==> src/rtl/vga_pixel_fetch.sv <==
`default_nettype none
// ============================================================================
// Module   : vga_pixel_fetch
// Purpose  : Pixel source for the VGA controller. Walks the full frame
//            (blanking included), fetches packed 3-bit RGB pixels from a
//            video RAM one word at a time, and serialises them onto oPixel
//            with the matching display position.
//            The RAM answers every read exactly one cycle later. A two-stage
//            fetch-ahead pipeline absorbs that latency, so the display
//            position is the fetch position delayed by two enabled cycles.
// Ports    : Clock        pixel clock, all logic on posedge
//            Reset        asynchronous, active-high
//            Enable       advance one pixel per cycle; hold everything when 0
//            oRamRead     read strobe, one cycle per word
//            oRamAddress  word address, valid while oRamRead=1
//            iRamData     read data, valid one cycle after oRamRead
//            oPixel       {R,G,B} for the position on oColumn/oRow
//            oColumn      display column 0..H_TOTAL-1
//            oRow         display row 0..V_TOTAL-1
//            oFrameStart  one-cycle pulse at display position (0,0)
// Options  : VGA_FETCH_BORDER_EN  when defined, forces a white (3'b111)
//            one-pixel border around the active area. RAM traffic does not
//            change.
// Revision : 1.0  initial release
// ============================================================================
module vga_pixel_fetch #(
    parameter int H_TOTAL      = 800,
    parameter int V_TOTAL      = 521,
    parameter int H_ACTIVE     = 640,
    parameter int V_ACTIVE     = 480,
    parameter int PIX_PER_WORD = 8,
    parameter int ADDR_WIDTH   = 16
) (
    input  logic                      Clock,
    input  logic                      Reset,
    input  logic                      Enable,
    output logic                      oRamRead,
    output logic [ADDR_WIDTH-1:0]     oRamAddress,
    input  logic [3*PIX_PER_WORD-1:0] iRamData,
    output logic [2:0]                oPixel,
    output logic [9:0]                oColumn,
    output logic [9:0]                oRow,
    output logic                      oFrameStart
);

    localparam int         c_WORD_W    = 3 * PIX_PER_WORD;
    localparam logic [9:0] c_H_LAST    = 10'(H_TOTAL - 1);
    localparam logic [9:0] c_H_PRELAST = 10'(H_TOTAL - 2);
    localparam logic [9:0] c_V_LAST    = 10'(V_TOTAL - 1);
    localparam logic [9:0] c_H_ACT     = 10'(H_ACTIVE);
    localparam logic [9:0] c_V_ACT     = 10'(V_ACTIVE);
    localparam logic [9:0] c_WORD_MASK = 10'(PIX_PER_WORD - 1);

    // Fetch position, one-stage-delayed position and display position.
    logic [9:0]            r_fetchCol;
    logic [9:0]            r_fetchRow;
    logic [9:0]            r_stageCol;
    logic [9:0]            r_stageRow;
    logic [9:0]            r_column;
    logic [9:0]            r_row;
    logic [ADDR_WIDTH-1:0] r_wordCount;
    logic [c_WORD_W-1:0]   r_shift;
    logic                  r_loadPending;
    logic                  r_frameStart;

    logic                  w_fetchSlot;
    logic                  w_read;
    logic                  w_lineEnd;
    logic                  w_frameEnd;
    logic                  w_active;

    // A word is fetched on the first column of every word-aligned group
    // inside the active area.
    assign w_fetchSlot = (r_fetchCol < c_H_ACT) && (r_fetchRow < c_V_ACT) &&
                         ((r_fetchCol & c_WORD_MASK) == 10'd0);
    assign w_read      = Enable && w_fetchSlot;
    assign w_lineEnd   = (r_fetchCol == c_H_LAST);
    assign w_frameEnd  = w_lineEnd && (r_fetchRow == c_V_LAST);

    assign oRamRead    = w_read;
    assign oRamAddress = r_wordCount;
    assign oColumn     = r_column;
    assign oRow        = r_row;
    assign oFrameStart = r_frameStart;

    // Fetch counters and the word address counter.
    always_ff @(posedge Clock or posedge Reset) begin
        if (Reset) begin
            r_fetchCol  <= 10'd0;
            r_fetchRow  <= 10'd0;
            r_wordCount <= '0;
        end else if (Enable) begin
            if (w_lineEnd) begin
                r_fetchCol <= 10'd0;
                r_fetchRow <= (r_fetchRow == c_V_LAST) ? 10'd0 : r_fetchRow + 10'd1;
            end else begin
                r_fetchCol <= r_fetchCol + 10'd1;
            end
            // The last read of a frame leaves the counter one past the end;
            // rewind it before fetch position (0,0) comes round again.
            if (w_frameEnd) begin
                r_wordCount <= '0;
            end else if (w_read) begin
                r_wordCount <= r_wordCount + 1'b1;
            end
        end
    end

    // Position pipeline: stage-1 is one enabled cycle behind fetch, the
    // display position one further. Reset values are the fetch reset
    // position wound back by one and two cycles respectively.
    always_ff @(posedge Clock or posedge Reset) begin
        if (Reset) begin
            r_stageCol   <= c_H_LAST;
            r_stageRow   <= c_V_LAST;
            r_column     <= c_H_PRELAST;
            r_row        <= c_V_LAST;
            r_frameStart <= 1'b0;
        end else if (Enable) begin
            r_stageCol   <= r_fetchCol;
            r_stageRow   <= r_fetchRow;
            r_column     <= r_stageCol;
            r_row        <= r_stageRow;
            r_frameStart <= (r_stageCol == 10'd0) && (r_stageRow == 10'd0);
        end
    end

    // Pixel shift register. The word requested in cycle t arrives in cycle
    // t+1 and is captured at the end of it; every other enabled cycle moves
    // the next pixel down into bits [2:0].
    always_ff @(posedge Clock or posedge Reset) begin
        if (Reset) begin
            r_loadPending <= 1'b0;
            r_shift       <= '0;
        end else if (Enable) begin
            r_loadPending <= w_read;
            if (r_loadPending) begin
                r_shift <= iRamData;
            end else begin
                r_shift <= {3'b000, r_shift[c_WORD_W-1:3]};
            end
        end
    end

    assign w_active = (r_column < c_H_ACT) && (r_row < c_V_ACT);

    always_comb begin
        oPixel = 3'b000;
        if (w_active) begin
            oPixel = r_shift[2:0];
`ifdef VGA_FETCH_BORDER_EN
            if ((r_column == 10'd0) || (r_column == c_H_ACT - 10'd1) ||
                (r_row == 10'd0) || (r_row == c_V_ACT - 10'd1)) begin
                oPixel = 3'b111;
            end
`endif
        end
    end

endmodule
`default_nettype wire

==> config.mk <==
export PLATFORM = sky130hd
export DESIGN_NAME = vga_pixel_fetch
export DESIGN_NICKNAME = d
export VERILOG_FILES = /design/src/rtl/vga_pixel_fetch.sv
export SDC_FILE = /design/constraint.sdc
export NUM_CORES = 1
export LEC_CHECK = 0
export ABC_AREA = 1
export CAP_MARGIN = 20
export CORE_ASPECT_RATIO = 1.1
export CORE_UTILIZATION = 63
export CTS_CLUSTER_DIAMETER = 150
export DETAILED_ROUTE_END_ITERATION = 8
export DONT_BUFFER_PORTS = 1
export PLACE_DENSITY = 0.84
export SLEW_MARGIN = 20
export SYNTH_ARGS = -nofsm -noshare
export SYNTH_HDL_FRONTEND = slang
export SYNTH_SLANG_ARGS = --single-unit
==> constraint.sdc <==
create_clock -name Clock -period 3.2 [get_ports Clock]
set_input_delay 0.16 -clock Clock [delete_from_list [all_inputs] [get_ports Clock]]
set_output_delay 0.16 -clock Clock [all_outputs]
set_load 0.01 [all_outputs]
-- Word-level counts from Yosys, hierarchy flattened
Cells that the tools add are included.
- bits in registers: 102
- bits of input ports: 27
- word-level logic and storage cells: 37
- output and inout port bits: 41
- magnitude comparators: 4
- reduce and logical (&&, ||, !) cells: 12
- equality and inequality tests: 2
- add/subtract/negate cells: 3
- muxes and demuxes: 6
- operators by type and width (cell ; count):
    $mux 16 ; 2
    $logic_not 10->1 ; 3
    $mux 24 ; 1
    $add 10x1->10 const B ; 2
    $eq 10x10->1 const B ; 2
    $lt 10x10->1 const B ; 2
    $lt 10x9->1 const B ; 2
    $mux 10 ; 2
    $add 16x1->16 const B ; 1
    $logic_and 1x1->1 ; 6
    $reduce_and 2->1 ; 2
    $mux 3 ; 1
    $reduce_bool 2->1 ; 1

-- Logic depth before layout (Yosys ltp)
Gate-level depths: netlist of run 1.
- depth in word-level cells: 6
- mapped depth: 10

-- Worst setup path before layout of run 1
Ideal clock, no wire load.
- path type: flip-flop to flip-flop
- start: register r_fetchCol[0]
- end: register r_fetchRow[4]
- path buffers: 0
- required time: 3.075 ns
- arrival: 1.278 ns
- clock period less this slack: 1.403 ns
- slack: 1.797 ns
- cell stages (with the launch flop): 8
- setup time: 0.125 ns
- cells stage by stage: dfrtp_1 > ha_1 > nand4_1 > nor2_4 > nand2_2 > inv_2 > nand2_1 > xnor2_1
- word-level cells in the longest chain between the ends: 2
- ends and longest elaborated chain (item ; RTL line ; text):
    from (decl) ; 55 ; logic [9:0] r_fetchCol;
    from (signal assigned) ; 97 ; r_fetchCol <= r_fetchCol + 10'd1;
    $eq 10x10->1 ; 77 ; assign w_lineEnd = (r_fetchCol == c_H_LAST);
    $reduce_and 2->1 (no source line) ; -- ;
    to (signal assigned) ; 95 ; r_fetchRow <= (r_fetchRow == c_V_LAST) ? 10'd0 : r_fetchRow + 10'd1;
    to (decl) ; 56 ; logic [9:0] r_fetchRow;
Every way passes these cells.
A chain may end at the register's enable or synchronous reset.

-- Final worst setup path of run 1
- start: register r_fetchCol[0]
- end: output oRamRead
- word-level cells in the longest chain between the ends: 4
- elaborated cells between the ends (all ways): 5
- ends and longest elaborated chain (item ; RTL line ; text):
    $lt 10x10->1 ; 74 ; assign w_fetchSlot = (r_fetchCol < c_H_ACT) && (r_fetchRow < c_V_ACT) &&
    $logic_and 1x1->1 ; 74 ;
    $logic_and 1x1->1 * ; 74 ;
    $logic_and 1x1->1 * ; 76 ; assign w_read = Enable && w_fetchSlot;
    to (decl) ; 37 ; output logic oRamRead,
Mark *: on every way between the ends. The rest lies on a longest branch, timed or not.

==> results of run 1 <==
==> state kept, by name, summed over array words and instances (netlist names) <==
| register | cells |
|---|---|
| r_shift | 24 |
| oFrameStart | 1 |
| r_fetchRow | 10 |
| oRow | 10 |
| oRamAddress | 16 |
| r_fetchCol | 10 |
| oColumn | 10 |
| r_loadPending | 1 |
| r_stageRow | 10 |
| r_stageCol | 10 |
==> power breakdown <==
part           leakage (nW)  internal (mW)  switching, mW
logic                  1.25          0.268          0.498
clock network        0.0949          0.301          0.479
registers              1.25           1.61          0.282
total                  2.59           2.18           1.26
==> kinds of logic (layout without fill, tap and decap cells) <==
kind of cell	count (synthesis)	in the layout	share of synthesized area, %
AOI/OAI and AO/OA	125	125	12.8
xor gates and xnor gates	14	14	2.51
adders and majority gates	5	5	1.28
buffers and inverters	117	142	9.48
DFF	102	102	52.7
and+or+nand+nor	234	234	21.2
==> stage by stage <==
| step | setup WS (ps) | hold slack (ps) |
|---|---|---|
| finish | 1250 | 20.0 |
| global route | 1140 | 36.0 |
| CTS | 1260 | 0.886 |
| detailed placement | 1480 | 244 |
| global placement | 1570 | 240 |
| floorplan | 393 | 292 |
==> per-layer routing <==
layer / part of all wire, % / track usage, % / vias to the layer above
met3: 4.9 / 5.07 / 27
met1: 41 / 34.6 / 2011
met4: 2.3 / 12.1 / 0
met5: 0 / 0 / -
met2: 52 / 51.3 / 128
li1: - / - / 1944
==> critical path, stage by stage (launching register included) <==
cell and delay [ps]:
dfrtp_1 440, inv_1 110, ha_1 150, nand3_1 80
nor2_1 130, nand2_2 120, inv_1 400
==> layout make-up <==
cell class | count | area, um^2
inverters | 95 | 359
well taps | 105 | 131
flip-flops and latches | 102 | 2570
clock buffers | 9 | 124
repair buffers | 31 | 315
fillers | 537 | 2060
clock inverters | 7 | 66.3
multi-input cells | 378 | 1850
==> placed cells by master (no fill, tap or decap), types with 5 or more instances in the layout <==
cell type      synthesis  final
o21ai_0               93     93
clkbuf_8               0      9
dfrtp_1               85     85
nor2_1                43     43
xor2_1                11     11
inv_1                 91     89
a21oi_1               24     24
nor3_1                 8      8
ha_1                   5      5
nand2_1              120    120
nand4_1               15     15
nand3_1               34     34
dlygate4sd3_1          0     25
o21ai_1                8      8
dfstp_2               17     17
==> path summary, 6_finish.rpt <==
| check | from | endpoint | cells past startpoint | slack [ps] |
|---|---|---|---|---|
| setup reg to reg | r_fetchCol[1] | oRamAddress[1] | 8 | 1430 |
| min in group asynchronous | Reset | r_shift[23] | 2 | 460 |
| hold reg to reg | r_stageRow[9] | r_stageRow[9] | 2 | 520 |
| hold / removal | Enable | r_fetchRow[3] | 3 | 20 |
| max in group asynchronous | Reset | oRow[3] | 3 | 1900 |
| setup / recovery | r_fetchCol[0] | oRamRead | 6 | 1250 |
==> cells in the mapped netlist (3+ instances only) <==
cell type,instances,area [um^2]
xnor2_1,3,26.3
buf_2,4,20.0
inv_1,91,342
nand2_1,120,450
o21ai_0,93,465
dfstp_2,17,447
buf_1,4,15.0
ha_1,5,62.6
nor3_1,8,40.0
clkbuf_1,11,41.3
nand4_1,15,93.8
inv_2,4,15.0
nand3_1,34,170
a21oi_1,24,120
dfrtp_1,85,2130
nand2_2,3,18.8
xor2_1,11,96.3
nor2_1,43,161
o21ai_1,8,40.0
==> impl_metrics.tcl, run 1 <==
set metrics [dict create \
    viasPerCell 5.65 \
    first_pass_iters 5 \
    final_core_util_pct 72.5 \
    status "finished, final reports clean" \
    cts_tree "built" \
    num_io_pins 68 \
    place_area_um2 4940 \
    globalplace.congestion 0.905 \
    clock.fmax_mhz 514 \
    floorplan.die.width_um 85.9 \
    synth_ff_type "dfrtp_1" \
    routedWlPerCell_um 15.1 \
    start_util_pct 65.3 \
    ys_ff_latch 102 \
    portBuffers 0 \
    relSlewSlack_pct 43.3 \
    numCtsBuffers 9 \
    clock-sinks 102 \
    fin_cells 727 \
    maxSlewViolCount 0 \
    clock_latency_ps 370 \
    dp_hpwl_mm 6.85 \
    ys_seq_area_share_pct 52.7 \
    fin_area_um2 5420 \
    grt_max_degree 73 \
    worstMarginPinSlew_ps 850 \
    antenna_found_initial 0 \
    ctsResizeCount 0 \
    synth_edf_count 0 \
    arrival_ps 1790 \
    syn_nets 629 \
    postRouteAntennaNets 0 \
    grt_pass1_wl_mm 18.1 \
    synth_cells 597 \
    fp.coreArea_um2 7470 \
    gr-total-overflow 0 \
    setup-tns-final_ps 0 \
    fin_nets 649 \
    max-cap-violations 0 \
    htreeDepth 3 \
    yosysWarnings 0 \
    critPathKind "reg2out" \
    die-area_um2 8110 \
    startpoint_type "flop" \
    cp_max_fo 14 \
    clk_path_buf_depth 2 \
    ys_types 29 \
    grtUsageTotal_pct 28.8 \
    die_y_um 94.3 \
    ir_worst_vdd_mv 0.396 \
    syn_area_um2 4880 \
    fin_worst_skew_ps 16.4 \
    ctsHoldBuffers 26 \
    via_count 4110 \
    clk_pin_slew_ps 100 \
    antennaDiodeCount 0 \
    cts_root_buf "clkbuf_8" \
    power_density_nw_per_um2 635 \
    worstPathRequired_ps 3040 \
    finalCritPeriodShare_pct 60.8 \
    rows 33 \
    rsz0062_at_grt "false" \
    first_iter_violations 305 \
    final_hold_viol_count 0 \
    totalWireLength_mm 11.0 \
    async_flop_share_pct 100 \
    cp-end-kind "output port" \
    placed_cells 684 \
    synthToLayoutAreaGrowth_pct 10.9 \
    finalSetupViolations 0 \
    total_power_mw 3.44 \
    total_leakage_power_nw 2.59 \
    grt_pass1_vias 3901 \
    syn_avg_cell_area_um2 8.18 \
    drive_gt1_share_pct 8.84 \
    min_path_type "in2reg" \
    finalCriticalPeriod_ps 1950 \
    post_cts_buffers 0 \
    drc 0 \
]
No activity file was read; power rests on OpenSTA's default activity.
==> run 2, diff against run 1 <==
--- a/config.mk
+++ b/config.mk
@@ -8,11 +8,11 @@
 export ABC_AREA = 1
 export CAP_MARGIN = 20
 export CORE_ASPECT_RATIO = 1.1
-export CORE_UTILIZATION = 63
+export CORE_UTILIZATION = 57
 export CTS_CLUSTER_DIAMETER = 150
 export DETAILED_ROUTE_END_ITERATION = 8
 export DONT_BUFFER_PORTS = 1
-export PLACE_DENSITY = 0.84
+export PLACE_DENSITY = 0.8
 export SLEW_MARGIN = 20
 export SYNTH_ARGS = -nofsm -noshare
 export SYNTH_HDL_FRONTEND = slang
==> constraint.sdc (replaced) <==
create_clock -name Clock -period 1.67 [get_ports Clock]
set_input_delay 0.0835 -clock Clock [delete_from_list [all_inputs] [get_ports Clock]]
set_output_delay 0.0835 -clock Clock [all_outputs]
set_load 0.01 [all_outputs]
==> impl_metrics.tcl, run 2 (synthesis gave the netlist of run 1 again) <==
set metrics [dict create \
    status "finished, final reports clean" \
    grtUsageTotal_pct 27.2 \
    pwr-share-clk_pct 21.9 \
    finalCriticalPeriod_ps 1650 \
    rr_worst_depth 8 \
    clk_path_buf_depth 2 \
    numCtsBuffers 9 \
    rsz0062_at_grt "true" \
    ir_worst_vdd_mv 0.695 \
    dp_hpwl_mm 7.40 \
    drc 0 \
    cp_max_fo 3 \
    clk_pin_slew_ps 100 \
    floorplan.die.width_um 90.3 \
    viasPerCell 5.51 \
    largest_register_ff_count 24 \
    grt_pass1_vias 4084 \
    fillers 620 \
    cp_slowest_stage_delay_ps 420 \
    min_path_type "in2reg" \
    routedWlPerCell_um 15.8 \
    die_y_um 99.1 \
    final_hold_viol_count 0 \
    antennaDiodeCount 0 \
    swShare_pct 35.5 \
    relSlewSlack_pct 62.7 \
    worst_path_max_delay_cell "dfrtp_1" \
    power_density_nw_per_um2 1190 \
    totalWireLength_mm 12.2 \
    num_io_pins 68 \
    first_iter_violations 308 \
    final_common_cell "nand2_1" \
    fp.coreArea_um2 8360 \
    total_leakage_power_nw 2.79 \
    p_int_mw 4.47 \
    portBuffers 0 \
    grt_pass1_wl_mm 19.4 \
    layout_setup_ws_ps 16.7 \
    pre_cts_ws_ps 37.3 \
    finalSetupViolations 0 \
    worstPathRequired_ps 1590 \
    max-cap-violations 0 \
    seq_power_share_pct 51.7 \
    htreeDepth 3 \
    top_register "r_shift" \
    clock-sinks 102 \
    whs_path_depth 3 \
    synthToLayoutAreaGrowth_pct 19.5 \
    die-area_um2 8940 \
    placed_cells 704 \
    cts_tree "built" \
    critPathKind "reg2out" \
    worstMarginPinSlew_ps 558 \
    fin_cells 768 \
    postRouteAntennaNets 0 \
    cp-end-kind "output port" \
    maxSlewViolCount 0 \
    mostFrequentLayoutCells "nand2_1, o21ai_0, inv_1" \
    grt_max_degree 68 \
    globalplace.congestion 0.882 \
    pwr-share-comb_pct 26.4 \
    clock.fmax_mhz 605 \
    drive_gt1_share_pct 15.1 \
    via_count 4229 \
    fin_worst_skew_ps 16.1 \
    switchingPower_mw 2.46 \
    rows 35 \
    cts_root_buf "clkbuf_8" \
    first_pass_iters 5 \
    fin_nets 684 \
    crit_chain "inv_2 > ha_4 > nand3_2 > nor2_2 > nand2_2 > inv_2 > buf_6 > buf_6" \
    antenna_found_initial 0 \
    clock_latency_ps 370 \
    arrival_ps 1570 \
    start_util_pct 58.4 \
    total_power_mw 6.93 \
    gr-total-overflow 0 \
    finalCritPeriodShare_pct 99.0 \
    startpoint_type "flop" \
]
-- run 2: metal layers --
layer | vias to the layer above | part of all wire (%) | GRT usage [%]
met5 | - | 0 | 0
met4 | 0 | 2.8 | 11.0
met3 | 33 | 5.5 | 5.79
met2 | 147 | 52 | 46.5
met1 | 2031 | 40 | 33.7
li1 | 2018 | - | -
-- run 2: critical path, delay by kind of cell (launching register included) --
family / cells / cell delay, ps
and+or+nand+nor: 3 / 270
buffers and inverters: 4 / 370
adders and majority gates: 1 / 150
DFF: 1 / 420
-- run 2: path summary, 6_finish.rpt --
path	slack (ps)	startpoint	endpoint
max in group asynchronous	760	Reset	oRow[3]
max	20	r_fetchCol[0]	oRamRead
max reg2reg	50	r_fetchCol[0]	oRamAddress[7]
min reg2reg	490	r_stageCol[2]	r_stageCol[2]
min in group asynchronous	260	Reset	r_stageRow[4]
min	60	Enable	r_stageCol[4]
-- run 2: through the flow --
step	hold slack [ps]	utilization, %	cell area, um^2	TNS, ps
after floorplan	215	-	4890	0
after detailed placement	31.4	60.9	5090	0
final	62.7	69.8	5840	0
after CTS	68.3	67.4	5640	0
after global placement	18.9	60.9	5090	0
after global routing	93.5	69.8	5840	-267
-- run 2: what timing repair did --
action | in CTS | in global routing
hold buffers | 30 | 0
endpoints found under the setup margin | 1 | 20
buffers inserted | 5 | 12
cloned | 0 | 1
resized for setup | 5 | 25
pin swaps | 4 | 7
hold endpoints to repair | 72 | 0
-- run 2: power groups by stage --
stage	logic, mW	registers, mW	clock network, mW
after floorplan	1.12	3.51	0
after global placement	1.42	3.59	0
after detailed placement	1.48	3.62	0
after CTS	1.66	3.56	1.52
after global routing	2.07	3.64	1.60
final	1.83	3.58	1.52
-- run 2: area by class of cell --
| type | instances | area, um^2 | area share (%) |
|---|---|---|---|
| clock buffers | 13 | 159 | 2.72 |
| clock inverters | 3 | 28.8 | 0.493 |
| repair buffers | 65 | 637 | 10.9 |
| inverters | 95 | 368 | 6.30 |
| multi-input cells | 379 | 1930 | 33.0 |
| well taps | 111 | 139 | 2.38 |
| flip-flops and latches | 102 | 2580 | 44.2 |
==> run 3, diff against run 2 <==
--- a/config.mk
+++ b/config.mk
@@ -8,11 +8,13 @@
 export ABC_AREA = 1
 export CAP_MARGIN = 20
 export CORE_ASPECT_RATIO = 1.1
+export CORE_MARGIN = 3
 export CORE_UTILIZATION = 57
 export CTS_CLUSTER_DIAMETER = 150
 export DETAILED_ROUTE_END_ITERATION = 8
 export DONT_BUFFER_PORTS = 1
 export PLACE_DENSITY = 0.8
+export RECOVER_POWER = 100
 export SLEW_MARGIN = 20
 export SYNTH_ARGS = -nofsm -noshare
 export SYNTH_HDL_FRONTEND = slang
==> impl_metrics.tcl, run 3 (synthesis gave the netlist of run 1 again) <==
set metrics [dict create \
    mostFrequentLayoutCells "nand2_1, o21ai_0, inv_1" \
    die-area_um2 9710 \
    num_io_pins 68 \
    finalSetupViolations 0 \
    routedWlPerCell_um 15.0 \
    portBuffers 0 \
    drc 0 \
    dp_hpwl_mm 7.42 \
    first_pass_iters 5 \
    setup-tns-final_ps 0 \
    die_y_um 103 \
    startpoint_type "flop" \
    ir_worst_vdd_mv 0.676 \
    fillers 600 \
    gr-total-overflow 0 \
    cts_root_buf "clkbuf_8" \
    cp_max_fo 8 \
    clk_path_buf_depth 2 \
    maxSlewViolCount 0 \
    finalCriticalPeriod_ps 1600 \
    final_common_cell "nand2_1" \
    grt_pass1_vias 3991 \
    cts_tree "built" \
    critPathKind "reg2reg" \
    finalCritPeriodShare_pct 95.8 \
    numCtsBuffers 9 \
    clk_pin_slew_ps 100 \
    grt_pass1_wl_mm 18.8 \
    globalplace.congestion 0.890 \
    worstPathRequired_ps 1940 \
    fin_area_um2 5740 \
    totalWireLength_mm 11.4 \
    fp.coreArea_um2 8130 \
    power_density_nw_per_um2 1210 \
    arrival_ps 1870 \
    largest_register_ff_count 24 \
    first_iter_violations 252 \
    worstMarginPinSlew_ps 988 \
    grt_max_degree 76 \
    synthToLayoutAreaGrowth_pct 17.5 \
    clock.fmax_mhz 625 \
    grtUsageTotal_pct 24.6 \
    floorplan.die.width_um 94.3 \
    rows 34 \
    viasPerCell 5.46 \
    drive_gt1_share_pct 13.5 \
    relSlewSlack_pct 33.8 \
    clock-sinks 102 \
    hold_ws_ps 62.1 \
    fin_worst_skew_ps 13.6 \
    cp-end-kind "flop" \
    antenna_found_initial 0 \
    total_power_mw 6.92 \
    min_path_type "in2reg" \
    final_hold_viol_count 0 \
    final_core_util_pct 70.6 \
    htreeDepth 3 \
    max-cap-violations 0 \
    top_register "r_shift" \
    total_leakage_power_nw 2.75 \
    antennaDiodeCount 0 \
    status "finished, final reports clean" \
    postRouteAntennaNets 0 \
    via_count 4150 \
    place_area_um2 5100 \
    fin_nets 679 \
    clock_latency_ps 370 \
    start_util_pct 60.1 \
]
==> run 3: changes by cell type in the layout (fill, tap and decap cells not counted), moves of 3 or more <==
cell           previous run  this run
dfrtp_2                   5         2
dfstp_2                  17        14
dfrtp_1                  80        83
dlygate4sd3_1            29        25
dfstp_1                   0         3
==> run 3: final cells by class <==
type                    count  area (um^2)  area share [%]
clock inverters             7         80.1            1.40
multi-input cells         378         1910            33.3
inverters                  95          363            6.32
flip-flops and latches    102         2580            44.9
well taps                 108          135            2.36
repair buffers             61          551            9.59
clock buffers               9          124            2.16
==> run 3: layer usage <==
layer / track usage [%] / wire length [um] / vias to the layer above
li1: - / - / 1999
met1: 30.4 / 4680 / 1996
met2: 41.9 / 5700 / 127
met3: 5.84 / 709 / 28
met4: 9.44 / 313 / 0
met5: 0 / 0 / -
==> run 3: power breakdown <==
part	total (mW)	internal, mW	switching, mW
Clock	1.61	0.714	0.895
Combinational	1.77	0.704	1.07
Sequential	3.54	3.09	0.458
Total	6.92	4.50	2.42
==> run 3: what timing repair did <==
item / CTS / global route
endpoints found under the hold margin: 73 / 0
pin swaps: 4 / 8
hold buffers: 26 / 0
resized for setup: 8 / 14
setup endpoints to repair: 1 / 21
buffers inserted: 7 / 10
==> run 3: path summary, 6_finish.rpt <==
path	start	to	slack (ps)	cells past startpoint
worst max-delay path	r_fetchCol[1]	oRamAddress[11]	70	9
worst min-delay path	Enable	r_stageCol[3]	60	3
worst max register to register	r_fetchCol[1]	oRamAddress[11]	70	9
worst min register to register	r_stageCol[1]	r_stageCol[1]	490	2
max in group asynchronous	Reset	r_fetchRow[6]	340	3
min in group asynchronous	Reset	r_shift[16]	330	2
==> run 3: per-stage QoR <==
stage	instances	worst slack (ps)
2_1_floorplan	597	267
3_3_place_gp	702	129
3_5_place_dp	702	41.3
4_1_cts	751	12.8
5_1_grt	760	-17.6
6_report	760	69.3
==> run 3: worst max-delay path, stage by stage, from the launching register on <==
cell and delay, ps:
dfrtp_1 390, buf_6 120, ha_4 140, nand4_1 150, nor2_4 230, nand3_4 130
nand2_8 130, inv_4 60, nand2_1 80, nand2_1 60
